**config.mk**
```make
export PLATFORM = sky130hd
export DESIGN_NAME = pipeline_hazard_ctrl
export DESIGN_NICKNAME = d
export VERILOG_FILES = /design/src/rtl/pipeline_hazard_ctrl.sv
export SDC_FILE = /design/constraint.sdc
export NUM_CORES = 1
export LEC_CHECK = 0
export ABC_AREA = 1
export CORE_ASPECT_RATIO = 0.6
export CORE_MARGIN = 10
export CORE_UTILIZATION = 40
export DETAILED_ROUTE_END_ITERATION = 7
export HOLD_SLACK_MARGIN = 0.08
export PLACE_DENSITY = 0.69
export SLEW_MARGIN = 20
export SYNTH_ARGS = -nofsm -noshare
export SYNTH_HDL_FRONTEND = slang
export SYNTH_SLANG_ARGS = --single-unit
```
**constraint.sdc**
```tcl
create_clock -name i_clk -period 1.95 [get_ports i_clk]
set_clock_uncertainty 0.05 [all_clocks]
set_input_delay 0.39 -clock i_clk [delete_from_list [all_inputs] [get_ports i_clk]]
set_output_delay 0.39 -clock i_clk [all_outputs]
set_load 0.01 [all_outputs]
```
**src/rtl/pipeline_hazard_ctrl.sv**
```systemverilog
// -----------------------------------------------------------------------------
// pipeline_hazard_ctrl
//
// Sequencing controller for a 5-stage (IF/ID/EX/MEM/WB) pipelined CPU. It
// drives the pipeline-register enables, the bubble/flush strobes and the PC
// source select. It resolves RAW hazards and branch/jump redirects, drains
// the pipeline after HLT, and counts retired instructions.
//
// Build option:
//   PIPE_FORWARDING_EN - when defined, EX/MEM/WB->EX forwarding is assumed to
//                        exist, so only load-use (and EX writers feeding a
//                        register-indirect jump's rs) cause stalls. When
//                        undefined, any EX/MEM/WB writer matching a used
//                        source stalls the ID instruction.
//
// Parameters:
//   CNT_W      - width of the retired-instruction counter
//   DRAIN_CYC  - cycles needed to empty EX/MEM/WB once HLT is accepted in ID
//
// Ports:
//   i_clk, i_reset                 rising-edge clock, synchronous active-high reset
//   i_id_rs, i_id_rt               source register indices of the ID instruction
//   i_id_use_rs, i_id_use_rt       ID instruction reads that source
//   i_id_is_jump                   JMP/JAL in ID (immediate target)
//   i_id_is_jreg                   JPR/JRL in ID (target from rs)
//   i_id_halt                      HLT in ID
//   i_ex_reg_write, i_ex_mem_read, i_ex_dest    EX-stage write info
//   i_mem_reg_write, i_mem_dest                 MEM-stage write info
//   i_wb_reg_write, i_wb_dest                   WB-stage write info
//   i_ex_is_branch, i_ex_branch_taken           branch resolved in EX
//   i_wb_valid                     a real instruction retires this cycle
//   o_pc_write                     PC register enable
//   o_ifid_write                   IF/ID register enable
//   o_ifid_flush                   load NOP into IF/ID
//   o_idex_bubble                  load NOP into ID/EX
//   o_pc_src                       00 PC+1, 01 jump target, 10 branch target, 11 rs
//   o_halted                       pipeline drained after HLT (sticky until reset)
//   o_num_inst                     retired-instruction count (wraps)
// -----------------------------------------------------------------------------
module pipeline_hazard_ctrl #(
  parameter int CNT_W     = 16,
  parameter int DRAIN_CYC = 3
) (
  input  logic             i_clk,
  input  logic             i_reset,
  input  logic [1:0]       i_id_rs,
  input  logic [1:0]       i_id_rt,
  input  logic             i_id_use_rs,
  input  logic             i_id_use_rt,
  input  logic             i_id_is_jump,
  input  logic             i_id_is_jreg,
  input  logic             i_id_halt,
  input  logic             i_ex_reg_write,
  input  logic             i_ex_mem_read,
  input  logic [1:0]       i_ex_dest,
  input  logic             i_mem_reg_write,
  input  logic [1:0]       i_mem_dest,
  input  logic             i_wb_reg_write,
  input  logic [1:0]       i_wb_dest,
  input  logic             i_ex_is_branch,
  input  logic             i_ex_branch_taken,
  input  logic             i_wb_valid,
  output logic             o_pc_write,
  output logic             o_ifid_write,
  output logic             o_ifid_flush,
  output logic             o_idex_bubble,
  output logic [1:0]       o_pc_src,
  output logic             o_halted,
  output logic [CNT_W-1:0] o_num_inst
);

  localparam int DW = (DRAIN_CYC < 2) ? 1 : $clog2(DRAIN_CYC + 1);

  localparam logic [1:0] PC_SEQ  = 2'b00;
  localparam logic [1:0] PC_JMP  = 2'b01;
  localparam logic [1:0] PC_BR   = 2'b10;
  localparam logic [1:0] PC_JREG = 2'b11;

  typedef enum logic [1:0] {
    ST_RUN    = 2'b00,
    ST_DRAIN  = 2'b01,
    ST_HALTED = 2'b10
  } state_t;

  state_t           r_state;
  state_t           w_state_nxt;
  logic [DW-1:0]    r_drain_cnt;
  logic [DW-1:0]    w_drain_cnt_nxt;
  logic [CNT_W-1:0] r_num_inst;

  logic w_use_rs;
  logic w_hz_rs;
  logic w_hz_rt;
  logic w_stall;
  logic w_br_taken;

  // A writer stage hits a source when it writes and its destination matches.
  function automatic logic writer_hit(input logic we, input logic [1:0] dest,
                                      input logic [1:0] src);
    return we && (dest == src);
  endfunction

  // Register-indirect jumps always read rs, even if the decoder left use_rs low.
  assign w_use_rs   = i_id_use_rs | i_id_is_jreg;
  assign w_br_taken = i_ex_is_branch & i_ex_branch_taken;

`ifdef PIPE_FORWARDING_EN
  // Forwarding covers ALU results; only a load in EX is too late for EX.
  // A jreg reads rs in ID, before any forwarding path, so an EX ALU writer
  // also has to be waited out.
  assign w_hz_rs = w_use_rs &
                   (writer_hit(i_ex_mem_read, i_ex_dest, i_id_rs) |
                    (i_id_is_jreg & writer_hit(i_ex_reg_write, i_ex_dest, i_id_rs)));
  assign w_hz_rt = i_id_use_rt & writer_hit(i_ex_mem_read, i_ex_dest, i_id_rt);

  logic w_unused_fwd;
  assign w_unused_fwd = ^{i_mem_reg_write, i_mem_dest, i_wb_reg_write, i_wb_dest};
`else
  // No forwarding and no register-file bypass: every in-flight writer blocks.
  assign w_hz_rs = w_use_rs &
                   (writer_hit(i_ex_reg_write,  i_ex_dest,  i_id_rs) |
                    writer_hit(i_mem_reg_write, i_mem_dest, i_id_rs) |
                    writer_hit(i_wb_reg_write,  i_wb_dest,  i_id_rs));
  assign w_hz_rt = i_id_use_rt &
                   (writer_hit(i_ex_reg_write,  i_ex_dest,  i_id_rt) |
                    writer_hit(i_mem_reg_write, i_mem_dest, i_id_rt) |
                    writer_hit(i_wb_reg_write,  i_wb_dest,  i_id_rt));

  logic w_unused_nofwd;
  assign w_unused_nofwd = i_ex_mem_read;
`endif

  assign w_stall = w_hz_rs | w_hz_rt;

  // Halt FSM state, drain counter and retired-instruction counter.
  always_ff @(posedge i_clk) begin
    if (i_reset) begin
      r_state     <= ST_RUN;
      r_drain_cnt <= {DW{1'b0}};
      r_num_inst  <= {CNT_W{1'b0}};
    end else begin
      r_state     <= w_state_nxt;
      r_drain_cnt <= w_drain_cnt_nxt;
      if (i_wb_valid) begin
        r_num_inst <= r_num_inst + CNT_W'(1);
      end else begin
        r_num_inst <= r_num_inst;
      end
    end
  end

  // Next-state logic and combinational pipeline strobes.
  always_comb begin
    w_state_nxt     = r_state;
    w_drain_cnt_nxt = r_drain_cnt;
    o_pc_write      = 1'b1;
    o_ifid_write    = 1'b1;
    o_ifid_flush    = 1'b0;
    o_idex_bubble   = 1'b0;
    o_pc_src        = PC_SEQ;

    if (i_reset) begin
      o_pc_write      = 1'b0;
      o_ifid_write    = 1'b0;
      o_ifid_flush    = 1'b1;
      o_idex_bubble   = 1'b1;
      w_state_nxt     = ST_RUN;
      w_drain_cnt_nxt = {DW{1'b0}};
    end else begin
      case (r_state)
        ST_RUN: begin
          if (w_br_taken) begin
            // The ID instruction is wrong-path, so a pending stall is moot.
            o_pc_src      = PC_BR;
            o_ifid_flush  = 1'b1;
            o_idex_bubble = 1'b1;
          end else if (w_stall) begin
            o_pc_write    = 1'b0;
            o_ifid_write  = 1'b0;
            o_idex_bubble = 1'b1;
          end else if (i_id_halt) begin
            // Freeze fetch and keep HLT itself out of EX while older work drains.
            o_pc_write      = 1'b0;
            o_ifid_write    = 1'b0;
            o_idex_bubble   = 1'b1;
            w_state_nxt     = ST_DRAIN;
            w_drain_cnt_nxt = DW'(DRAIN_CYC);
          end else if (i_id_is_jreg) begin
            o_pc_src     = PC_JREG;
            o_ifid_flush = 1'b1;
          end else if (i_id_is_jump) begin
            o_pc_src     = PC_JMP;
            o_ifid_flush = 1'b1;
          end else begin
            o_pc_src = PC_SEQ;
          end
        end
        ST_DRAIN: begin
          o_pc_write    = 1'b0;
          o_ifid_write  = 1'b0;
          o_idex_bubble = 1'b1;
          if (r_drain_cnt <= DW'(1)) begin
            w_state_nxt     = ST_HALTED;
            w_drain_cnt_nxt = {DW{1'b0}};
          end else begin
            w_drain_cnt_nxt = r_drain_cnt - DW'(1);
          end
        end
        ST_HALTED: begin
          o_pc_write    = 1'b0;
          o_ifid_write  = 1'b0;
          o_idex_bubble = 1'b1;
        end
        default: begin
          // Unreachable encoding: freeze and recover to RUN.
          o_pc_write      = 1'b0;
          o_ifid_write    = 1'b0;
          o_idex_bubble   = 1'b1;
          w_state_nxt     = ST_RUN;
          w_drain_cnt_nxt = {DW{1'b0}};
        end
      endcase
    end
  end

  assign o_halted   = (r_state == ST_HALTED);
  assign o_num_inst = r_num_inst;

endmodule

```
## Yosys cells after proc, flatten, opt, wreduce, memory -nomap -nowiden

Cells that the tools add are included.

- Bitwise gates (word level): 10
- Order comparisons: 1
- Reduce and logical (&&, ||, !) cells: 9
- Equality and inequality tests: 12
- $add $sub $neg: 2
- Mux-type cells: 34

Operators by type and width:

| operator | number |
|---|---|
| $mux W2 | 14 |
| $mux W1 | 18 |
| $add A16 B1 Y16 const B | 1 |
| $eq A2 B2 Y1 | 6 |
| $pmux W2 S3 | 2 |
| $ne A2 B2 Y1 const B | 4 |
| $logic_and A1 B1 Y1 | 6 |
| $or A1 B1 Y1 | 6 |
| $reduce_and A5 Y1 | 1 |
| $reduce_and A4 Y1 | 1 |
| $and A1 B1 Y1 | 3 |
| $eq A2 B1 Y1 const B | 1 |
| $eq A2 B2 Y1 const B | 1 |
| $le A2 B1 Y1 const B | 1 |
| $logic_not A2 Y1 | 1 |
| $sub A2 B1 Y2 const B | 1 |
| $not A1 Y1 | 1 |

- Input port bits: 24
- Register bits: 20
- Word-level logic and storage cells: 71

## Longest topological paths before layout

- Depth after elaboration: 10
- Mapped depth: 13

## Worst setup path before layout

Ideal clock, no wire load.

- Path type: input port to output port
- Start: input i_id_is_jreg
- End: output o_pc_write
- Slack: 0.141 ns
- Required time: 1.510 ns
- Path buffers: 1
- Cell stages on the path: 9
- Arrival time: 1.369 ns
- Cell sequence: or2_2 nand2_1 nand2_1 inv_1 nand2_1 nand2_1 inv_1 nor2_1 buf_4

- Word-level cells in the longest chain between the ends: 7

RTL lines:

| what | RTL line | RTL |
|---|---|---|
| start, declared | 51 | `input logic i_id_is_jreg,` |
| $or A1 B1 Y1 | 104 | `assign w_use_rs = i_id_use_rs \| i_id_is_jreg;` |
| $and A1 B1 Y1 | 120 | `assign w_hz_rs = w_use_rs &` |
| $or A1 B1 Y1 | 133 | `assign w_stall = w_hz_rs \| w_hz_rt;` |
| $mux W1 (4 in a row) | - |  |
| end, declared | 63 | `output logic o_pc_write,` |

Every way passes these cells.

## Final worst setup path

- Start: input i_ex_dest[0]
- End: output o_pc_src[1]

- Word-level cells in the longest chain between the ends: 10
- Elaborated cells on any way between the ends: 15
- Classes of those cells: eq/ne: 2; mux: 4; bitwise: 7; reduce/logical: 2

RTL lines:

| what | RTL line | RTL |
|---|---|---|
| start, declared | 55 | `input logic [1:0] i_ex_dest,` |
| $eq A2 B2 Y1 | 100 | `return we && (dest == src);` |
| $logic_and A1 B1 Y1 | 100 |  |
| $or A1 B1 Y1, on equally long branches | 121, 125 |  |
| $or A1 B1 Y1, on equally long branches | 122, 126 |  |
| $and A1 B1 Y1, on equally long branches | 120, 124 |  |
| $or A1 B1 Y1 (*) | 133 |  |
| $mux W2 (*) | 177 | `end else if (w_stall) begin` |
| $mux W2 (*) | 172 | `if (w_br_taken) begin` |
| $mux W2 (*) | 170 | `case (r_state)` |
| $mux W2 (*) | 162 | `if (i_reset) begin` |
| end, declared | 67 | `output logic [1:0] o_pc_src,` |

Every way passes the cells marked *; elsewhere a longest branch is shown, timed or not.

==> results.md <==
* DIE HEIGHT at 63.6 µm
* Syn. warnings at 0
* Ranking of synthesized cells by area: dfxtp_1, nand2_1, inv_1
* Met3 Routed Length at 260 µm
* Synth-to-layout area growth at 58.5%
* Crit Path Max Fanout at 3
* Post-synth top area cell: dfxtp_1
* Worst-Skew Late Latency at 0.25 ns
* I/O Pins at 47
* Vias in the first global route at 1252
* Clock transition at the registers of the reported paths at 0.07 ns
* Drt first pass iters at 4
* Asr flop ratio synth at 0%
* Top-count cell post-synth: nand2_1
* Seq/Total Area, Yosys at 31.7%
* Via Count at 1428
* IO buf count at 45
* Synthesized net count at 226
* Worst slew pin tran at 0.298 ns
* Minimum clock period at 1.90 ns
* Core Area at 2950 µm²
* Avg WL per Cell at 11.9 µm
* First-pass GRT wire length at 5660 µm
* Distinct cell type count after synthesis at 28
* Synthesized instance count at 201
* Ratio of cells with drive above 1 in the final layout at 36.7%
* Most instantiated cells after synthesis: nand2_1, inv_1, nor2_1
* Post-Syn Area at 1260 µm²
* Pre-CTS WS at -0.891 ns
* Synth Register Bits at 20
* Gr usage total at 11.5%
* CTS Buffer Depth at 2
* Top Layer Used: met4
* Final hold vios at 0
* PwrDens at 495 nW/µm²
* Largest net degree at the start of global routing at 14
* N_diodes at 0
* Peak supply drop at 0.000331 V
* Worst path required time at 1.51 ns
* Routed wire length at 3640 µm
* Row count at 15
* Die X at 92.6 µm
* Status: complete, no violations
* Cells after DPL at 301
* Syn_area_per_cell at 6.29 µm²
* Nets at 291
* Critical Path Sink Type: primary output
* Max-slew violations at 0
* Placed Area at 1870 µm²
* Final setup viols at 0
* Vias per cell at 4.67
* CTS tree: built
* Max Cap Violations at 0
* EDFF count, synth at 0
* Post-Layout Cell Count at 306
* Top cell type's share of synthesized area at 31.7%
* Final worst path period share at 97.6%
* Worst Hold Depth at 1
* Fillcell total at 262
* Final worst slack at 0.0466 ns
* CTS root buffer: clkbuf_8
* GRT overflow at 0
* CTS H-Tree Depth at 1
* Routability cong. at 0.846
* Critical path type: primary input to primary output
* Met2 wire length at 1490 µm
* Routed metal-1 wirelength at 1870 µm
* Dominant synthesized flop cell: dfxtp_1
* Die ar. at 5890 µm²
* Leak Pwr at 0.939 nW
* Fin area at 2000 µm²
* Worst endpoint data arrival time at 1.46 ns
* Reg2reg path depth at 10
* Hold Path Class: flop to flop
* Maximum clock frequency at 0.525 GHz
* Initial Utilization at 42.9%
* Util after Layout at 68.0%
* Initial DRC Count at 39
* Post-route ant nets at 0
* CTS sink cnt at 20
* Initial antenna violation count at 0
* # DRC at 0
* Slew margin rel. at 80.0%
* DP Wirelength at 2900 µm
* CP Launch Type: primary input
* TritonCTS Buffers at 3
[worst max-delay path: stages]
cell	delay, ns
buf_4	0.13
xnor2_2	0.14
nand3_2	0.08
nand3_2	0.09
nand2_2	0.09
nand2_2	0.06
inv_2	0.06
nand2_2	0.05
nand2_2	0.06
inv_2	0.04
nor3_2	0.13
buf_2	0.15
[cells by family after synthesis]
family | share of synthesized area, %
xor gates and xnor gates | 1.39
and+or+nand+nor | 42.9
DFF | 31.7
buffers and inverters | 10.7
adders and majority gates | 0.989
AOI/OAI and AO/OA | 12.4
[cell usage in the layout (no fill, tap or decap), types with 10 or more instances in the layout]
cell,Yosys,layout
nor2_1,22,20
nand2_1,53,39
nand3_2,2,10
nand2_2,3,17
a21oi_1,14,12
buf_4,1,22
inv_1,31,18
inv_2,1,12
dfxtp_1,20,20
clkdlybuf4s50_1,0,22
[sequential cells by signal, indices dropped and copies added (netlist names)]
register / cells
o_num_inst: 16
r_drain_cnt: 2
r_state: 2
[metrics by stage]
step	hold WS, ns	TNS (ns)	total power [mW]
5_1_grt	0.498	-0.0374	1.06
6_report	0.455	0	0.992
2_1_floorplan	0.421	0	0.571
3_5_place_dp	0.436	-4.92	0.711
3_3_place_gp	0.442	-4.71	0.710
4_1_cts	0.459	0	0.969
[final timing paths]
path	startpoint	endpoint	slack, ns
setup / recovery	i_ex_dest[0]	o_pc_src[1]	0.05
hold / removal	o_num_inst[14]	o_num_inst[14]	0.46
setup reg to reg	o_num_inst[0]	o_num_inst[12]	0.33
hold reg to reg	o_num_inst[14]	o_num_inst[14]	0.46
[layout make-up]
class / instances / area [µm²] / share of cell area [%]
repair buffers: 63 / 549 / 27.4
inverters: 32 / 125 / 6.24
flip-flops and latches: 20 / 400 / 20.0
multi-input cells: 146 / 836 / 41.7
clock buffers: 3 / 41.3 / 2.06
well taps: 42 / 52.6 / 2.62
[layer usage]
layer	up-vias	GRT usage, %
li1	766	-
met1	626	15.7
met2	31	16.0
met3	5	5.20
met4	0	2.30
met5	-	0
[power breakdown]
group / total [mW] / leakage [nW] / internal [mW] / switching [mW]
Clock: 0.261 / 0.0216 / 0.137 / 0.124
Combinational: 0.294 / 0.755 / 0.141 / 0.153
Sequential: 0.438 / 0.162 / 0.425 / 0.0129
[repair_timing]
action	CTS	global route
gates cloned	0	0
resized for setup	92	48
setup buffers	1	1
hold buffers	0	0
pin swaps	10	19
setup endpoints to repair	6	7
Power figures use the tool's default switching activity.
